$ cat src/rtl/orsram_drain.sv
// Purpose: streams a contiguous run of orsram words toward DRAM over valid/ready.
// Latency: 3 cycles from an accepted start to the first dram_valid; 1 word/cycle sustained.
// Backpressure: dram_ready low holds dram_data; reads stop when the 2-entry skid FIFO would fill.
//
// Ports:
//   clk, rst          single clock, synchronous active-high reset
//   start, base_addr, num_words   job request (sampled only in IDLE)
//   CEN_or, WEN_or, A_or, Q_or    orsram read port (WEN_or held all-ones)
//   dram_data, dram_valid, dram_ready, dram_last   outbound word stream
//   busy, done        job status; done is a one-cycle pulse
//   stall_cnt         cycles with dram_valid & ~dram_ready
// Optional feature: define ORSRAM_DRAIN_PERF_EN to build the stall counter;
// otherwise stall_cnt is tied to zero.

// Small generic FIFO with occupancy output; head word is shown combinationally.
module orsram_drain_fifo #(
  parameter int W     = 8,
  parameter int DEPTH = 2,
  parameter int CW    = $clog2(DEPTH + 1)
) (
  input  logic          clk,
  input  logic          rst,
  input  logic          push,
  input  logic [W-1:0]  push_dat,
  input  logic          pop,
  output logic [W-1:0]  head_dat,
  output logic [CW-1:0] cnt
);
  localparam int AW = (DEPTH > 1) ? $clog2(DEPTH) : 1;

  logic [W-1:0]  mem [DEPTH];
  logic [AW-1:0] wr_ptr;
  logic [AW-1:0] rd_ptr;

  function automatic logic [AW-1:0] ptr_next(input logic [AW-1:0] p);
    return (p == AW'(DEPTH - 1)) ? '0 : p + 1'b1;
  endfunction

  assign head_dat = mem[rd_ptr];

  always_ff @(posedge clk) begin
    if (rst) begin
      // Storage is cleared so the head word reads as zero out of reset.
      for (int i = 0; i < DEPTH; i++) mem[i] <= '0;
      wr_ptr <= '0;
      rd_ptr <= '0;
      cnt    <= '0;
    end else begin
      if (push) begin
        mem[wr_ptr] <= push_dat;
        wr_ptr      <= ptr_next(wr_ptr);
      end
      if (pop) rd_ptr <= ptr_next(rd_ptr);
      case ({push, pop})
        2'b10:   cnt <= cnt + 1'b1;
        2'b01:   cnt <= cnt - 1'b1;
        default: cnt <= cnt;
      endcase
    end
  end
endmodule

module orsram_drain #(
  parameter int DATA_W   = 256,
  parameter int ADDR_W   = 7,
  parameter int SRAM_NUM = 32
) (
  input  logic                clk,
  input  logic                rst,
  input  logic                start,
  input  logic [ADDR_W-1:0]   base_addr,
  input  logic [ADDR_W:0]     num_words,
  output logic                CEN_or,
  output logic [SRAM_NUM-1:0] WEN_or,
  output logic [ADDR_W-1:0]   A_or,
  input  logic [DATA_W-1:0]   Q_or,
  output logic [DATA_W-1:0]   dram_data,
  output logic                dram_valid,
  input  logic                dram_ready,
  output logic                dram_last,
  output logic                busy,
  output logic                done,
  output logic [15:0]         stall_cnt
);
  localparam logic [1:0] S_IDLE  = 2'd0;
  localparam logic [1:0] S_READ  = 2'd1;
  localparam logic [1:0] S_FLUSH = 2'd2;
  localparam logic [1:0] S_DONE  = 2'd3;

  localparam logic [ADDR_W:0] ONE_W = {{ADDR_W{1'b0}}, 1'b1};

  logic [1:0]        state;
  logic [ADDR_W:0]   rd_left;
  logic [ADDR_W:0]   wr_left;
  logic [ADDR_W-1:0] rd_addr;
  logic [ADDR_W-1:0] a_hold;
  logic              inflight;
  logic              issue;
  logic              pop;
  logic [1:0]        fifo_cnt;
  logic [DATA_W-1:0] fifo_head;

  assign dram_valid = (fifo_cnt != 2'd0);
  assign pop        = dram_valid & dram_ready;

  // A new read is allowed only if the word it returns next cycle still fits:
  // occupancy after this cycle (cnt + inflight - pop) must leave one free slot.
  assign issue = (state == S_READ) && (rd_left != '0) &&
                 (({1'b0, fifo_cnt} + {2'b00, inflight}) <= (3'd1 + {2'b00, pop}));

  assign CEN_or    = ~issue;
  assign WEN_or    = '1;
  assign A_or      = issue ? rd_addr : a_hold;
  assign dram_data = fifo_head;
  assign dram_last = dram_valid & (wr_left == ONE_W);
  assign busy      = (state == S_READ) || (state == S_FLUSH);
  assign done      = (state == S_DONE);

  orsram_drain_fifo #(
    .W     (DATA_W),
    .DEPTH (2),
    .CW    (2)
  ) u_fifo (
    .clk      (clk),
    .rst      (rst),
    .push     (inflight),
    .push_dat (Q_or),
    .pop      (pop),
    .head_dat (fifo_head),
    .cnt      (fifo_cnt)
  );

  always_ff @(posedge clk) begin
    if (rst) begin
      state    <= S_IDLE;
      rd_left  <= '0;
      wr_left  <= '0;
      rd_addr  <= '0;
      a_hold   <= '0;
      inflight <= 1'b0;
    end else begin
      // Read data returns one cycle after issue; a reset drops it with inflight.
      inflight <= issue;
      if (issue) begin
        a_hold  <= rd_addr;
        rd_addr <= rd_addr + 1'b1;
        rd_left <= rd_left - 1'b1;
      end
      if (pop) wr_left <= wr_left - 1'b1;

      case (state)
        S_IDLE: begin
          if (start) begin
            rd_left <= num_words;
            wr_left <= num_words;
            rd_addr <= base_addr;
            state   <= (num_words == '0) ? S_DONE : S_READ;
          end
        end
        S_READ:  if (issue && (rd_left == ONE_W)) state <= S_FLUSH;
        S_FLUSH: if (pop && (wr_left == ONE_W)) state <= S_DONE;
        S_DONE:  state <= S_IDLE;
        default: state <= S_IDLE;
      endcase
    end
  end

`ifdef ORSRAM_DRAIN_PERF_EN
  logic [15:0] stall_q;

  always_ff @(posedge clk) begin
    if (rst) begin
      stall_q <= '0;
    end else if ((state == S_IDLE) && start) begin
      stall_q <= '0;
    end else if (dram_valid && !dram_ready && (stall_q != 16'hFFFF)) begin
      stall_q <= stall_q + 16'd1;
    end
  end

  assign stall_cnt = stall_q;
`else
  assign stall_cnt = '0;
`endif

endmodule

$ cat config.mk
export PLATFORM = sky130hd
export DESIGN_NAME = orsram_drain
export DESIGN_NICKNAME = d
export VERILOG_FILES = /design/src/rtl/orsram_drain.sv
export SDC_FILE = /design/constraint.sdc
export NUM_CORES = 1
export LEC_CHECK = 0
export CAP_MARGIN = 20
export CELL_PAD_IN_SITES_DETAIL_PLACEMENT = 1
export CELL_PAD_IN_SITES_GLOBAL_PLACEMENT = 2
export CORE_UTILIZATION = 31
export DETAILED_ROUTE_END_ITERATION = 10
export GPL_TIMING_DRIVEN = 0
export HOLD_SLACK_MARGIN = 0.08
export PLACE_DENSITY = 0.8
export SKIP_CTS_REPAIR_TIMING = 1
export SKIP_LAST_GASP = 1
export SYNTH_ARGS = -nofsm -noshare
export SYNTH_HDL_FRONTEND = slang
export SYNTH_SLANG_ARGS = --single-unit
$ cat constraint.sdc
create_clock -name clk -period 9.7 [get_ports clk]
set_clock_uncertainty 0.05 [all_clocks]
set_input_delay 2.91 -clock clk [delete_from_list [all_inputs] [get_ports clk]]
set_output_delay 2.91 -clock clk [all_outputs]
set_load 0.005 [all_outputs]
==> out/results.ini, run 1 <==
[synth]
ys_async_sr_fraction_pct = 0
syn_area_um2 = 24300
yosysTopAreaCellShare_pct = 63.2
synth.avg_cell_area_um2 = 14.5
synthCells = 1676
yosysMostFrequentCell = and2_1
synthTopCellsByArea = edfxtp_1 (63%), and2_1 (13%), mux2_2 (12%)
ys_ff_latch = 550
synthTopCellsByCount = and2_1 (514), edfxtp_1 (512), mux2_2 (256), clkbuf_1 (95), buf_4 (48)
synthFlopType = edfxtp_1
synth_cell_types = 51
synth-seq-area-share_pct = 66.4
yosysTopAreaCell = edfxtp_1
synth_edf_count = 512
ys.warnings.count = 0

[finish]
area.growth.synth_to_final_pct = 37.8
layout-drive-gt1-share_pct = 17.2
layout.nets = 2629
final_util_pct = 43.2
final-instance-count-excl-fill = 3436

[placement]
dp_hpwl_um = 53200
post-place-cells = 3316
routabilityCongestion = 0.805
port_buffers = 541

[detailed_routing]
via_count = 15600
via_per_inst = 4.54
routed_wl_um = 72900
drtIter0Drc = 671
wl_per_cell_um = 21.2
antenna_left = 0
drcViolationCount = 0
first_pass_iters = 5

[timing]
period_share_pct = 96.5
maxSlewHeadroom_pct = 30.3
rsz0062_at_grt = false
setup_viol = 0
worstMarginPinSlew_ns = 1.05
fmaxAchievable_ghz = 0.107
final_hold_viol_count = 0
slew_viol_final = 0
period_minus_slack_ns = 9.36

[power_and_ir_drop]
p_comb_share_pct = 28.7
switching_share_pct = 27.5
p_seq_share_pct = 41.4
ir_worst_vdd_mv = 0.130
switchingPower_w = 0.00210
clock_power_share_pct = 29.9
leakagePower_nw = 12.4
total_power_w = 0.00765
p_per_area_nw_per_um2 = 228
internal_power_w = 0.00554

[worst_setup_path]
critPathLaunchType = input port
path_max_fanout = 10
crit_type = in2out
slowest_delay_ns = 0.56
worst_ep_arrival_time_ns = 6.40
end_kind = output port
cpMaxStageDelayCell = fa_1
cp_cell_sequence = clkdlybuf4s50_1, o21ai_2, inv_1, fa_1, nor3_1, a2bb2oi_1, clkbuf_2, clkbuf_2, o21ai_0, nand2_1, clkdlybuf4s50_1
cp_data_required_time_ns = 6.74

[outcome]
status = finished clean

[floorplanning]
rows = 102
fp.dieW_um = 282
coreArea_um2 = 77600
start_util_pct = 31.3
die-area_um2 = 79600
die_y_um = 282
ios = 591

[flow_run]
max_cap_violations = 0

[grt]
grt_max_degree = 60
grt_overflow = 0
grt_antenna_before_repair = 22
grt_pass1_vias = 17000
gr-usage-all-layers_pct = 17.7
grt_first_pass_wirelength_um = 105000

[clock_tree]
clockBufferDepth = 3
h-tree-depth = 2
cts.clk_slew.worst_paths_ns = 0.06
clockRootBuffer = clkbuf_16
tritoncts = built
clk_latency_ns = 0.62
cts_buffers = 61
cts.sinks = 550

[worst_hold_path]
hp-class = reg2reg

==> stage by stage <==
stage	TNS [ns]	area, um^2	setup slack, ns	hold WS [ns]
2_1_floorplan	0	24500	0.442	0.424
3_3_place_gp	-1236.42	31200	-3.61	0.436
3_5_place_dp	-0.749	31500	-0.123	0.451
4_1_cts	-0.951	33500	-0.148	0.461
5_1_grt	0	33500	0.130	0.485
6_report	0	33500	0.335	0.457
==> area by class of cell <==
| cell class | instances | area (um^2) |
|---|---|---|
| diodes | 7 | 17.5 |
| plain buffers | 147 | 737 |
| clock buffers | 72 | 1570 |
| clock inverters | 41 | 377 |
| fillers | 8106 | 44100 |
| inverters | 17 | 63.8 |
| multi-input cells | 1008 | 7570 |
| flip-flops and latches | 550 | 16100 |
| well taps | 1040 | 1300 |
| repair buffers | 554 | 5720 |
==> registers in the layout, indices dropped and copies added, names as in the netlist, named ones only <==
| name | count |
|---|---|
| u_fifo.mem | 512 |
| rd_left | 8 |
| wr_left | 8 |
| a_hold | 7 |
| rd_addr | 7 |
| state | 2 |
| u_fifo.cnt | 2 |
| inflight | 1 |
| u_fifo.rd_ptr | 1 |
| u_fifo.wr_ptr | 1 |
==> kinds of logic after synthesis <==
kind of cell,share of synthesized area (%)
AO/OA/AOI/OAI,2.05
XOR/XNOR,0.396
adder cells (fa/ha/maj),0.803
buffers and inverters,3.28
flip-flops,66.4
multiplexers,11.9
other,0.0309
AND/OR/NAND/NOR,15.2
==> worst max-delay path: cells and delay by family <==
kind	cells	cell delay (ns)
buffers and inverters	5	1.83
AND/OR/NAND/NOR	2	0.39
AO/OA/AOI/OAI	3	0.71
adder cells (fa/ha/maj)	1	0.56
==> final timing paths <==
path | from | to | slack (ns) | cells past startpoint
hold reg to reg | a_hold[6] | a_hold[6] | 0.46 | 2
setup / recovery | dram_ready | A_or[0] | 0.34 | 11
hold / removal | a_hold[6] | a_hold[6] | 0.46 | 2
setup reg to reg | u_fifo.cnt[1] | rd_addr[1] | 6.22 | 9
==> power groups by stage <==
stage / Clock (W) / Sequential (W) / Combinational [W]
3_5_place_dp: 0 / 0.00321 / 0.00222
5_1_grt: 0.00242 / 0.00320 / 0.00237
6_report: 0.00229 / 0.00316 / 0.00220
3_3_place_gp: 0 / 0.00329 / 0.00214
4_1_cts: 0.00235 / 0.00317 / 0.00224
2_1_floorplan: 0 / 0.00322 / 0.000963
==> layer usage <==
metal | global-route usage (%) | share of wire (%) | vias up
met5 | 0 | 0.20 | -
met4 | 5.56 | 2.9 | 24
met3 | 5.76 | 7.9 | 131
met2 | 32.0 | 52 | 451
met1 | 19.5 | 37 | 7758
li1 | - | - | 7236
==> cell usage in the layout, fill, tap and decap left out, types with 4 or more instances in the layout <==
cell type        netlist  routed
a21oi_1               16      16
a311oi_1               8       8
a31oi_1                7       7
and2_1               514     514
buf_16                 0       9
buf_4                 48      48
buf_8                  0       4
bufinv_16              0       7
clkbuf_1              95     104
clkbuf_16              0      61
clkdlybuf4s50_1        0     541
clkinv_1               0      21
clkinv_2               0       9
conb_1                 2      48
dfxtp_1               38      38
diode_2                0       7
edfxtp_1             512     512
ha_1                  14      14
inv_1                 17      17
mux2_2               256     256
nand2_1               16      16
nand3_1               11      11
nand4_1                4       4
nor2_1                19      19
nor3_1                 6       5
nor4_1                 6       6
o21ai_0               12      12
o21bai_1               7       7
o31ai_1               10      10
or4_1                 11      11
xnor2_1               10      10
(Power assumes the default switching activity.)
==> run 2, diff against run 1 <==
--- a/config.mk
+++ b/config.mk
@@ -5,7 +5,6 @@
 export SDC_FILE = /design/constraint.sdc
 export NUM_CORES = 1
 export LEC_CHECK = 0
-export CAP_MARGIN = 20
 export CELL_PAD_IN_SITES_DETAIL_PLACEMENT = 1
 export CELL_PAD_IN_SITES_GLOBAL_PLACEMENT = 2
 export CORE_UTILIZATION = 31
==> out/results.ini, run 2 (synthesis gave the netlist of run 1 again) <==
[outcome]
status = finished clean

[finish]
layout.nets = 2630
final_cell_mix = clkdlybuf4s50_1 (541), and2_1 (514), edfxtp_1 (512), mux2_2 (256), clkbuf_1 (110)
area.growth.synth_to_final_pct = 37.5
design_area_um2 = 33400
n_fill_cell = 8093
final_common_cell = clkdlybuf4s50_1
reg_top3 = u_fifo.mem: 512 flops, rd_left: 8 flops, wr_left: 8 flops
top_register = u_fifo.mem
layout-drive-gt1-share_pct = 17.1
final_util_pct = 43.1
multi_input_area_um2 = 7580
largest_reg_flops = 512
final-seq-area_um2 = 16100

[placement]
dp_hpwl_um = 52600
placed_area_um2 = 31500
port_buffers = 541
routabilityCongestion = 0.805

[power_and_ir_drop]
total_power_w = 0.00764
leakagePower_nw = 12.3
p_per_area_nw_per_um2 = 228
ir_worst_vdd_mv = 0.109

[clock_tree]
cts.clk_slew.worst_paths_ns = 0.06
cts_buffers = 66
clockRootBuffer = clkbuf_16
clk_latency_ns = 0.60
clockBufferDepth = 3
cts.sinks = 550
tritoncts = built
h-tree-depth = 3

[detailed_routing]
wl_per_cell_um = 21.3
via_per_inst = 4.56
antenna_left = 0
drtIter0Drc = 646
first_pass_iters = 5
drcViolationCount = 0
routed_wl_um = 73100
via_count = 15700

[timing]
fmaxAchievable_ghz = 0.106
rsz0062_at_grt = false
slew_viol_final = 0
period_minus_slack_ns = 9.41
finalSetupTns_ns = 0
period_share_pct = 97.0
holdWs_ns = 0.460
worstMarginPinSlew_ns = 1.11
maxSlewHeadroom_pct = 26.2
setup_viol = 0
final_hold_viol_count = 0

[worst_setup_path]
worst_ep_arrival_time_ns = 6.45
path_max_fanout = 10
crit_type = in2out
critPathLaunchType = input port
cp_data_required_time_ns = 6.74
worstReg2RegStart = u_fifo.cnt[1]
worstReg2RegEnd = rd_addr[4]
end_kind = output port
reg2reg_depth = 9
reg2reg_slack_ns = 6.19

[floorplanning]
die_y_um = 282
coreArea_um2 = 77600
fp.dieW_um = 282
die-area_um2 = 79600
rows = 102
start_util_pct = 31.3
ios = 591

[grt]
grt_first_pass_wirelength_um = 106000
grt_antenna_before_repair = 14
grt_pass1_vias = 17000
grt_overflow = 0
gr-usage-all-layers_pct = 17.9
grt_max_degree = 60

[flow_run]
max_cap_violations = 0

[worst_hold_path]
hp-start = a_hold[1]
hold_depth = 2
hp-class = reg2reg
worstHoldEndpoint = a_hold[1]

## run 2: cell types whose count changed in the layout (fill, tap and decap cells not counted), moves of 2 or more
cell / before / now
buf_8: 4 / 0
clkinvlp_4: 3 / 1
bufinv_16: 7 / 1
clkinv_8: 0 / 3
clkbuf_8: 0 / 2
clkbuf_1: 104 / 110
inv_6: 0 / 2
clkbuf_16: 61 / 66
clkinv_2: 9 / 7
clkinv_1: 21 / 12
## run 2: layout make-up
class | instances | share of cell area (%)
clock inverter | 27 | 0.610
timing repair buffer | 550 | 16.9
clock buffer | 85 | 5.21
tap | 1040 | 3.89
sequential | 550 | 48.2
inverter | 17 | 0.191
antenna | 8 | 0.0599
buffer | 147 | 2.20
multi-input combinational | 1008 | 22.7
## run 2: worst max path at each step
stage                    start                 end  cells past startpoint
floorplan                  rst    u_fifo.mem[0][0]                      3
global placement           rst  u_fifo.mem[0][122]                      3
detailed placement  dram_ready             A_or[6]                     11
CTS                 dram_ready             A_or[6]                     11
global route        dram_ready             A_or[6]                     10
finish              dram_ready             A_or[6]                     10
## run 2: metrics by stage
stage	setup slack [ns]	instances
global placement	-3.61	3303
detailed placement	-0.122	3312
CTS	-0.142	3424
global route	0.0435	3428
finish	0.287	3432
floorplan	0.442	1722
## run 2: worst max-delay path: stages
cell and delay (ns):
clkdlybuf4s50_1 0.50, o21ai_1 0.29, inv_1 0.25, fa_1 0.57
nor3b_1 0.38, o2bb2ai_1 0.32, clkbuf_1 0.41, nand3_1 0.18
nand2_1 0.10, clkdlybuf4s50_1 0.53
## run 2: per-layer routing
layer | global-route usage (%) | up-vias | share of wire, % | wire length, um
met3 | 5.78 | 114 | 7.8 | 5690
met2 | 32.2 | 433 | 52 | 38000
met5 | 0 | - | 0.15 | 110
met1 | 19.7 | 7830 | 38 | 27500
li1 | - | 7257 | - | -
met4 | 6.27 | 16 | 2.4 | 1770
## run 2: where the power goes
part	internal (W)	total, W	leakage [nW]	switching, W
registers	0.00304	0.00316	5.62	0.000129
clock network	0.00130	0.00228	0.948	0.000982
logic	0.00118	0.00219	5.77	0.00102
==> run 3, diff against run 2 <==
--- a/config.mk
+++ b/config.mk
@@ -7,6 +7,7 @@
 export LEC_CHECK = 0
 export CELL_PAD_IN_SITES_DETAIL_PLACEMENT = 1
 export CELL_PAD_IN_SITES_GLOBAL_PLACEMENT = 2
+export CORE_MARGIN = 1
 export CORE_UTILIZATION = 31
 export DETAILED_ROUTE_END_ITERATION = 10
 export GPL_TIMING_DRIVEN = 0
@@ -14,6 +15,7 @@
 export PLACE_DENSITY = 0.8
 export SKIP_CTS_REPAIR_TIMING = 1
 export SKIP_LAST_GASP = 1
+export SLEW_MARGIN = 40
 export SYNTH_ARGS = -nofsm -noshare
 export SYNTH_HDL_FRONTEND = slang
 export SYNTH_SLANG_ARGS = --single-unit
==> out/results.ini, run 3 (synthesis gave the netlist of run 1 again) <==
[detailed_routing]
routed_wl_um = 73700
via_count = 15700
first_pass_iters = 7
antenna_left = 0
drtIter0Drc = 737
drcViolationCount = 0
via_per_inst = 4.55
wl_per_cell_um = 21.4

[timing]
final_hold_viol_count = 0
rsz0062_at_grt = false
maxSlewHeadroom_pct = 47.0
period_share_pct = 97.0
finalWorstSetupSlack_ns = 0.288
worstMarginPinSlew_ns = 0.796
slew_viol_final = 0
setup_viol = 0
period_minus_slack_ns = 9.41
fmaxAchievable_ghz = 0.106

[worst_setup_path]
worstReg2RegEnd = rd_addr[3]
slowest_delay_ns = 0.56
reg2reg_depth = 9
cp.depth = 11
reg2reg_slack_ns = 6.18
worstReg2RegStart = u_fifo.cnt[1]
cp_num_buf_inv = 5
worst_ep_arrival_time_ns = 6.45
critPathLaunchType = input port
path_delay_family = buffers and inverters
cp_data_required_time_ns = 6.74
startpoint = dram_ready
cp_cell_sequence = clkdlybuf4s50_1, o21ai_2, inv_1, fa_1, nor3_1, a2bb2oi_1, clkbuf_2, clkbuf_2, o21ai_0, nand2_1, clkdlybuf4s50_1
endpoint = A_or[6]
end_kind = output port
crit_type = in2out
path_max_fanout = 10
cpMaxStageDelayCell = fa_1

[power_and_ir_drop]
internal_power_w = 0.00569
leakagePower_nw = 12.5
p_comb_share_pct = 28.0
switchingPower_w = 0.00216
ir_worst_vdd_mv = 0.102
total_power_w = 0.00785
p_per_area_nw_per_um2 = 233
switching_share_pct = 27.5
clock_power_share_pct = 31.7
p_seq_share_pct = 40.3

[grt]
gr-usage-all-layers_pct = 17.9
grt_first_pass_wirelength_um = 106000
grt_antenna_before_repair = 18
grt_max_degree = 37
grt_pass1_vias = 16900
grt_overflow = 0

[floorplanning]
coreArea_um2 = 77600
ios = 591
die-area_um2 = 79600
fp.dieW_um = 282
die_y_um = 282
start_util_pct = 31.3
rows = 102

[finish]
final-instance-count-excl-fill = 3445
layout.nets = 2638
area.growth.synth_to_final_pct = 38.7
largest_reg_flops = 512
final_cell_mix = clkdlybuf4s50_1 (541), and2_1 (514), edfxtp_1 (512), mux2_2 (256), clkbuf_1 (98)
design_area_um2 = 33700
layout-drive-gt1-share_pct = 18.0
final_common_cell = clkdlybuf4s50_1
reg_top3 = u_fifo.mem: 512 flops, rd_left: 8 flops, wr_left: 8 flops
final_util_pct = 43.5
top_register = u_fifo.mem
n_fill_cell = 8084

[outcome]
status = finished clean

[clock_tree]
tritoncts = built
cts.sinks = 550
clockBufferDepth = 3
cts_buffers = 66
clk_latency_ns = 0.60
clockRootBuffer = clkbuf_16
h-tree-depth = 3
cts.clk_slew.worst_paths_ns = 0.05

[placement]
post-place-cells = 3320
routabilityCongestion = 0.805
dp_hpwl_um = 53300
pre_cts_slack_ns = -0.129
placed_area_um2 = 31600
port_buffers = 541

[worst_hold_path]
hp-class = reg2reg
hp-start = a_hold[5]

[flow_run]
max_cap_violations = 0

run 3: changes by cell type in the layout (fill, tap and decap cells not counted), sizes merged:
cell | before | now
buf | 61 | 69
bufinv | 1 | 7
clkbuf | 180 | 175
clkinv | 22 | 30
diode | 8 | 4
run 3: layer usage:
layer	up-vias	share of wire, %	track usage [%]
met1	7855	37	19.7
li1	7251	-	-
met4	22	2.1	4.85
met5	-	0.18	0
met3	112	8.2	6.20
met2	422	52	32.4
run 3: worst min-delay path by stage:
| stage | endpoint | slack, ns | cells after the start |
|---|---|---|---|
| 2_1_floorplan | a_hold[5] | 0.42 | 2 |
| 3_3_place_gp | a_hold[4] | 0.44 | 2 |
| 3_5_place_dp | a_hold[5] | 0.45 | 2 |
| 4_1_cts | a_hold[5] | 0.46 | 2 |
| 5_1_grt | a_hold[5] | 0.50 | 2 |
| 6_report | a_hold[5] | 0.46 | 2 |
run 3: per-stage QoR:
step | TNS, ns | hold WS (ns)
finish | 0 | 0.460
floorplan | 0 | 0.424
global placement | -1236.42 | 0.436
detailed placement | -0.774 | 0.451
CTS | -0.901 | 0.459
global route | 0 | 0.498
run 3: worst min-delay path: stages (launching register included):
cell and delay [ns]:
dfxtp_1 0.29, o21ai_0 0.09, a21oi_1 0.07
run 3: cell type report:
type / count / area, um^2 / share of cell area (%)
Buffer: 147 / 744 / 2.21
Clock inverter: 41 / 410 / 1.22
Multi-Input combinational cell: 1008 / 7570 / 22.5
Timing Repair Buffer: 558 / 5740 / 17.0
Inverter: 17 / 63.8 / 0.189
Sequential cell: 550 / 16100 / 47.8
Antenna cell: 4 / 10.0 / 0.0297
Tap cell: 1040 / 1300 / 3.86
Clock buffer: 80 / 1750 / 5.17
run 3: power by group through the flow:
stage               sequential, W  clock [W]  combinational (W)
finish                    0.00316    0.00249            0.00220
global route              0.00320    0.00263            0.00237
CTS                       0.00316    0.00255            0.00224
detailed placement        0.00321          0            0.00222
global placement          0.00329          0            0.00214
floorplan                 0.00322          0           0.000963
